### src/rtl/counter_updn_mod.sv
// Up/down modulo-MOD counter with enable, synchronous load, wrap/saturate mode and sticky overflow.
// Optional capture register enabled by defining COUNTER_CAPTURE_EN; otherwise q_cap is tied to zero.
module counter_updn_mod #(
    parameter int W   = 10,
    parameter int MOD = 1000
) (
    input  logic         clk,
    input  logic         rst,
    input  logic         enb,
    input  logic         up,
    input  logic         sat,
    input  logic         ld,
    input  logic [W-1:0] d,
    input  logic         clr_ovf,
    input  logic         cap,
    output logic [W-1:0] q,
    output logic         tc,
    output logic         wrap,
    output logic         ovf,
    output logic [W-1:0] q_cap
);

    generate
        if (MOD < 2 || MOD > (2 ** W)) begin : g_bad_mod
            $error("counter_updn_mod: MOD must satisfy 2 <= MOD <= 2**W");
        end
    endgenerate

    // One extra bit so MOD == 2**W still compares correctly against d.
    localparam logic [W:0]   MODW = (W+1)'(MOD);
    localparam logic [W-1:0] MAXV = W'(MOD - 1);

    logic         bnd;
    logic [W-1:0] dclamp;

    always_comb begin
        bnd    = up ? (q == MAXV) : (q == '0);
        tc     = enb & bnd & ~ld & ~rst;
        dclamp = ({1'b0, d} < MODW) ? d : MAXV;
    end

    always_ff @(posedge clk) begin
        if (rst) begin
            q    <= '0;
            wrap <= 1'b0;
            ovf  <= 1'b0;
        end else begin
            wrap <= 1'b0;
            if (ld) begin
                q <= dclamp;
            end else if (enb) begin
                if (!bnd) begin
                    q <= up ? q + 1'b1 : q - 1'b1;
                end else if (!sat) begin
                    q    <= up ? '0 : MAXV;
                    wrap <= 1'b1;
                end
            end
            // A fresh boundary hit beats a simultaneous clear.
            if (tc) begin
                ovf <= 1'b1;
            end else if (clr_ovf) begin
                ovf <= 1'b0;
            end
        end
    end

`ifdef COUNTER_CAPTURE_EN
    always_ff @(posedge clk) begin
        if (rst) begin
            q_cap <= '0;
        end else if (cap) begin
            q_cap <= q;
        end
    end
`else
    logic unused_cap;
    assign unused_cap = cap;
    assign q_cap      = '0;
`endif

endmodule

### config.mk
export PLATFORM = sky130hd
export DESIGN_NAME = counter_updn_mod
export DESIGN_NICKNAME = d
export VERILOG_FILES = /design/src/rtl/counter_updn_mod.sv
export SDC_FILE = /design/constraint.sdc
export NUM_CORES = 1
export LEC_CHECK = 0
export CAP_MARGIN = 5
export CORE_ASPECT_RATIO = 0.5
export CORE_MARGIN = 2
export CORE_UTILIZATION = 45
export DETAILED_ROUTE_END_ITERATION = 10
export MAX_ROUTING_LAYER = met4
export PLACE_DENSITY = 0.8
export SYNTH_ARGS = -nofsm -noshare
export SYNTH_HDL_FRONTEND = slang
export SYNTH_SLANG_ARGS = --single-unit
### constraint.sdc
create_clock -name clk -period 2.96 [get_ports clk]
set_input_delay 0.888 -clock clk [delete_from_list [all_inputs] [get_ports clk]]
set_output_delay 0.888 -clock clk [all_outputs]
set_load 0.01 [all_outputs]
==> qor.txt <==
==============================================================================
Netlist area before placement                                         1190 um2
Buffers on Ports                                                            29
Skew final                                                             5.78 ps
Unrepaired setup endpoints after global routing                             no
Average instance area after synthesis                                 7.61 um2
Avg WL per Cell                                                        15.4 um
Crit-path max FO                                                             2
Proportion of synthesized chip area in sequential cells                  0.202
Growth of design area from synthesis to finish                           53.0%
Share of the synthesized area in the top cell type                       0.202
Aggregate global-route resource usage                                    0.282
Commonest cells post-synth                                        18 x nor2_1, 15 x inv_1, 12 x a21oi_1, 12 x dfxtp_1, 11 x buf_4
Setup total negative slack                                                0 ps
Io pins                                                                     41
Static leakage power                                               0.000820 uW
CTS sink count                                                              12
Minimum setup slack in the final design                                 140 ps
Largest net degree at the start of global routing                           15
Top cell type by total area after synthesis                            dfxtp_1
Layout cells sized above 1                                               0.254
Run status                                                        finished clean
TritonCTS clock tree                                                     built
Antenna violations before repair                                             0
Critical setup path kind                                                in2out
Power per Cell Area                                                 384 nW/um2
Setup violators final                                                        0
Number of synthesized flops with an enable pin                               0
Area taken by flip-flops and latches                                   240 um2
Detailed router's first-iteration violation count                          134
Via count of the first global-routing pass                                1304
DRC                                                                          0
Power Total                                                             697 uW
Buffer type at the clock tree root                                    clkbuf_8
Hold Path Class                                                        reg2reg
Total number of nets in the final design                                   253
Level count of the clock H-tree                                              1
Post-layout minimum cycle time                                         2820 ps
Final hold slack                                                        503 ps
Count of warnings emitted by yosys                                           0
Number of detailed-route iterations in the first pass                        4
Final Hold Fails                                                             0
Hold-fix buffers, CTS                                                        0
Die Span Y                                                             40.3 um
X dimension of the die                                                 76.6 um
Async set-or-reset flop fraction in the synthesized netlist                  0
Cell row count                                                              13
Routed Wire Length                                                     4030 um
Antenna diode count                                                          0
Cell with the most instances after synthesis                            nor2_1
First-pass GRT wire length                                             6310 um
Total congestion overflow                                                    0
Insertion delay of the later-clocked pin in the worst-skew pair         250 ps
Routed vias                                                               1457
Placed wire-length estimate after detailed placement                   3170 um
Core Footprint                                                        2550 um2
Final Wtd Congestion                                                     0.896
Pre-CTS setup slack                                                    -658 ps
Full die area                                                         3090 um2
VDD IR-drop max                                                       0.230 mV
Achievable Freq                                                        355 MHz
Core Util, Final                                                         0.711
Critical Path AT                                                       1930 ps
Clock buffer depth                                                           2
Mapped Cells                                                               156
Total area of multi-input combinational cells                          852 um2
Max-slew violations                                                          0
Effective utilization at floorplan                                       0.465
Detailed-route vias per instance                                          5.58
Number of buffers added by the clock tree synthesis step                     3
Number of fill cells                                                       193
Top FF cell, synth                                                     dfxtp_1
Max-capacitance violation count                                              0
Post-CTS setup buffers                                                       0
Critical Path End Type                                            primary output
Startpoint types                                                     input pin
Required time at the worst-slack endpoint                              2070 ps
Flip-flop and latch count after synthesis                                   12
Biggest area contributors in the synthesized netlist              dfxtp_1 20%, ha_1 8.4%, buf_4 7.0%, nor2_1 5.7%, a21oi_1 5.1%
Clk pin slew, worst setup/hold paths                                     50 ps
Count of distinct cell types in the synthesized netlist                     43
Post-route antenna net violation count                                       0
Fin crit share                                                           0.953
==============================================================================
power by group:
group          leakage [uW]  internal, uW  switching (uW)
clock network     0.0000216          90.0            64.1
logic              0.000699           185             160
registers         0.0000995           177            21.6
total              0.000820           451             246
registers in the layout (all words and copies together), names as in the netlist:
| register | count |
|---|---|
| q | 10 |
| ovf | 1 |
| wrap | 1 |
worst max-delay path, cell delays in order:
cell     delay [ps]
buf_2           110
or4_4           450
nor3_4          220
o21ai_2          80
inv_1            60
buf_2           120
through the flow:
step / cells / instance area (um2)
3_5_place_dp: 258 / 1770
2_1_floorplan: 165 / 1220
4_1_cts: 261 / 1820
6_report: 261 / 1820
3_3_place_gp: 258 / 1770
5_1_grt: 261 / 1820
cell type report:
cell class                      instances  share of cell area
Multi-Input combinational cell        125               0.469
Timing Repair Buffer                   69               0.320
Sequential cell                        12               0.132
Inverter                               15              0.0310
Tap cell                               37              0.0255
Clock buffer                            3              0.0227
placed cells by master (no fill, tap or decap), types with 3 or more instances in the layout:
master	count
buf_4	40
clkbuf_8	3
or3_1	3
a21oi_1	12
nor2_1	18
a211o_1	5
nand2_1	7
nand2b_1	6
dfxtp_1	12
or4_4	3
nor3_1	3
conb_1	10
a221oi_1	5
o21ai_0	9
nand3_1	4
ha_1	8
clkdlybuf4s50_1	27
a2111oi_2	3
inv_1	15
timing repair:
| action | 4_1_cts | 5_1_grt |
|---|---|---|
| setup endpoints to repair | 4 | 1 |
| resized for setup | 13 | 0 |
| pin swaps | 2 | 2 |
worst paths after layout:
path / start / endpoint / slack, ps / cells past startpoint
setup / recovery: up / tc / 140 / 6
hold / removal: ovf$_SDFFE_PP0P_ / ovf$_SDFFE_PP0P_ / 500 / 2
setup reg to reg: q[3]$_SDFFE_PP0P_ / q[4]$_SDFFE_PP0P_ / 700 / 6
hold reg to reg: ovf$_SDFFE_PP0P_ / ovf$_SDFFE_PP0P_ / 500 / 2
layer usage:
| metal | vias up | global-route usage | routed length (um) |
|---|---|---|---|
| li1 | 687 | - | - |
| met1 | 689 | 0.344 | 1750 |
| met2 | 65 | 0.502 | 1840 |
| met3 | 16 | 0.0495 | 342 |
| met4 | 0 | 0.0818 | 96 |
| met5 | - | - | 0 |
logic make-up after synthesis:
kind of cell    count (synthesis)  share of synthesized area
buf+inv                        28                      0.124
compound gates                 46                      0.292
simple gates                   57                      0.255
other cells                     1                    0.00316
fa+ha+maj                       9                      0.101
xor+xnor                        3                     0.0221
flops                          12                      0.202
(Power assumes the default switching activity.)
==> edit: new RTL, same flow settings <==
Set the parameter `W` to 11 (it was 10).
--- a/src/rtl/counter_updn_mod.sv
+++ b/src/rtl/counter_updn_mod.sv
@@ -3,3 +3,3 @@
 module counter_updn_mod #(
-    parameter int W   = 10,
+    parameter int W   = 11,
     parameter int MOD = 1000
Ports: changed (resized d, q and q_cap); port bits go from 41 to 44. No check against the original RTL was run, so the function may have changed too.
==> edit against the original RTL <==
- hold slack got worse by 0.011 ns
- final cell count increased by 3.8%
- largest power group unchanged
- the flow now finishes with violations (setup timing)
- power increased by 8.2%
- sequential cell count increased by 1
- global-route usage decreased by 1.5 points
- wire length increased by 6.6%
- highest routed layer unchanged
- count of clock-buffer cells in the layout increased by 1
- synthesized area increased by 6.7%
- final area increased by 9.0%
- setup slack got worse by 0.28 ns
==> edit: results (changes against the original RTL) <==
** Status
- Run status: finished, violations left (was complete, no violations).
- The checks that failed: setup timing.

** Synth
- Post-synthesis xor/xnor area fraction :: 0.0346 (was 0.0221)
- The post-synthesis compound-gate area fraction was 0.283 (was 0.292).
- Adder-cell share of the synthesized area :: 0.105 (was 0.101)
- The portion of the post-synthesis area used by sequential elements was 0.205 (was 0.202).
- Cell types with the largest area share after synthesis: dfxtp_1, ha_1, buf_4 (unchanged).
- Top cells by instance count after synthesis: nor2_1, a21oi_1, dfxtp_1, buf_4, ha_1 (was nor2_1, inv_1, a21oi_1, dfxtp_1, buf_4).

** Layout
- Non-Clock Inverter Count :: 6 (was 15)
- Fraction of final layout cells with drive strength greater than 1 :: 0.295 (was 0.254)
- Number of multi-input combinational cells in the layout :: 137 (was 125)
- Largest registers: q (11), ovf (1), wrap (1) (was q (10), ovf (1), wrap (1)).
- Multi-input gate share of total cell area :: 0.486 (was 0.469)
- The number of sequential cells was 13 (was 12).
- The layout clock buffer count is 4 (was 3).
- The relative area of non-clock buffer cells in the final design is 0.323 (was 0.320).
- The clock-cell share of area was 0.0228 (was 0.0227).
- Count of filler cells inserted in the layout :: 186 (was 193)

** Power
- The reported net switching power is 0.267 mW (was 0.246 mW).
- VDD IR-drop max :: 0.199 mV (was 0.230 mV)
- Total leakage power :: 0.847 nW (was 0.820 nW)

** Critical path
- The worst path arrival time came to 2.22 ns (was 1.93 ns).
- Crit Reg-Reg Startpoint :: q[0] (was q[3])
- The destination of the worst register-to-register timing path was q[10] (was q[4]).

** GRT
- Via count of the first global-routing pass :: 1372 (was 1304)
- Routing usage on met1 :: 0.363 (was 0.344)
- The global-route track usage on met3 came to 0.0391 (was 0.0495).

** Clock tree
- The post-CTS repair timing setup buffer count came to 3 (was 0).

** Placed design
- The final weighted congestion of routability-driven global placement came to 0.904 (was 0.896).
- Number of buffers inserted by port buffering :: 31 (was 29)
- Post-detailed-placement cell area :: 0.00187 mm^2 (was 0.00177 mm^2)

** Detailed routing
- The sum of routed wire segments on met1 was 1790 um (was 1750 um).
- The length of routed met3 wiring was 460 um (was 342 um).

** Timing
- Worst Setup Slack, final :: -0.144 ns (was 0.140 ns)
- The total negative setup slack came to -0.144 ns (was 0 ns).
- The setup violation total in the final timing report came to 1 (was 0).

** Die
- Area enclosed by the die boundary :: 0.00328 mm^2 (was 0.00309 mm^2)
[edit: cell count changes after synthesis, sizes merged, moves of 3 or more]
cell and change:
inv -9, a2111oi -3, a21oi +3, nand3 -3
nor3 +3, o21ai -3, a221oi -3, a211o -4
[edit: power by group through the flow]
stage / combinational, mW / clock (mW) / sequential (mW)
final: 0.391 / 0.163 / 0.201
after CTS: 0.372 / 0.162 / 0.200
after global routing: 0.420 / 0.170 / 0.202
after detailed placement: 0.364 / 0 / 0.204
after floorplan: 0.181 / 0 / 0.218
after global placement: 0.355 / 0 / 0.203
[edit: stage by stage]
step	setup slack [ns]	instances	hold WS, ns
2_1_floorplan	0.0360	169	0.493
3_3_place_gp	-0.914	263	0.466
3_5_place_dp	-0.966	263	0.485
4_1_cts	-0.285	270	0.494
5_1_grt	-0.169	271	0.529
6_report	-0.144	271	0.492
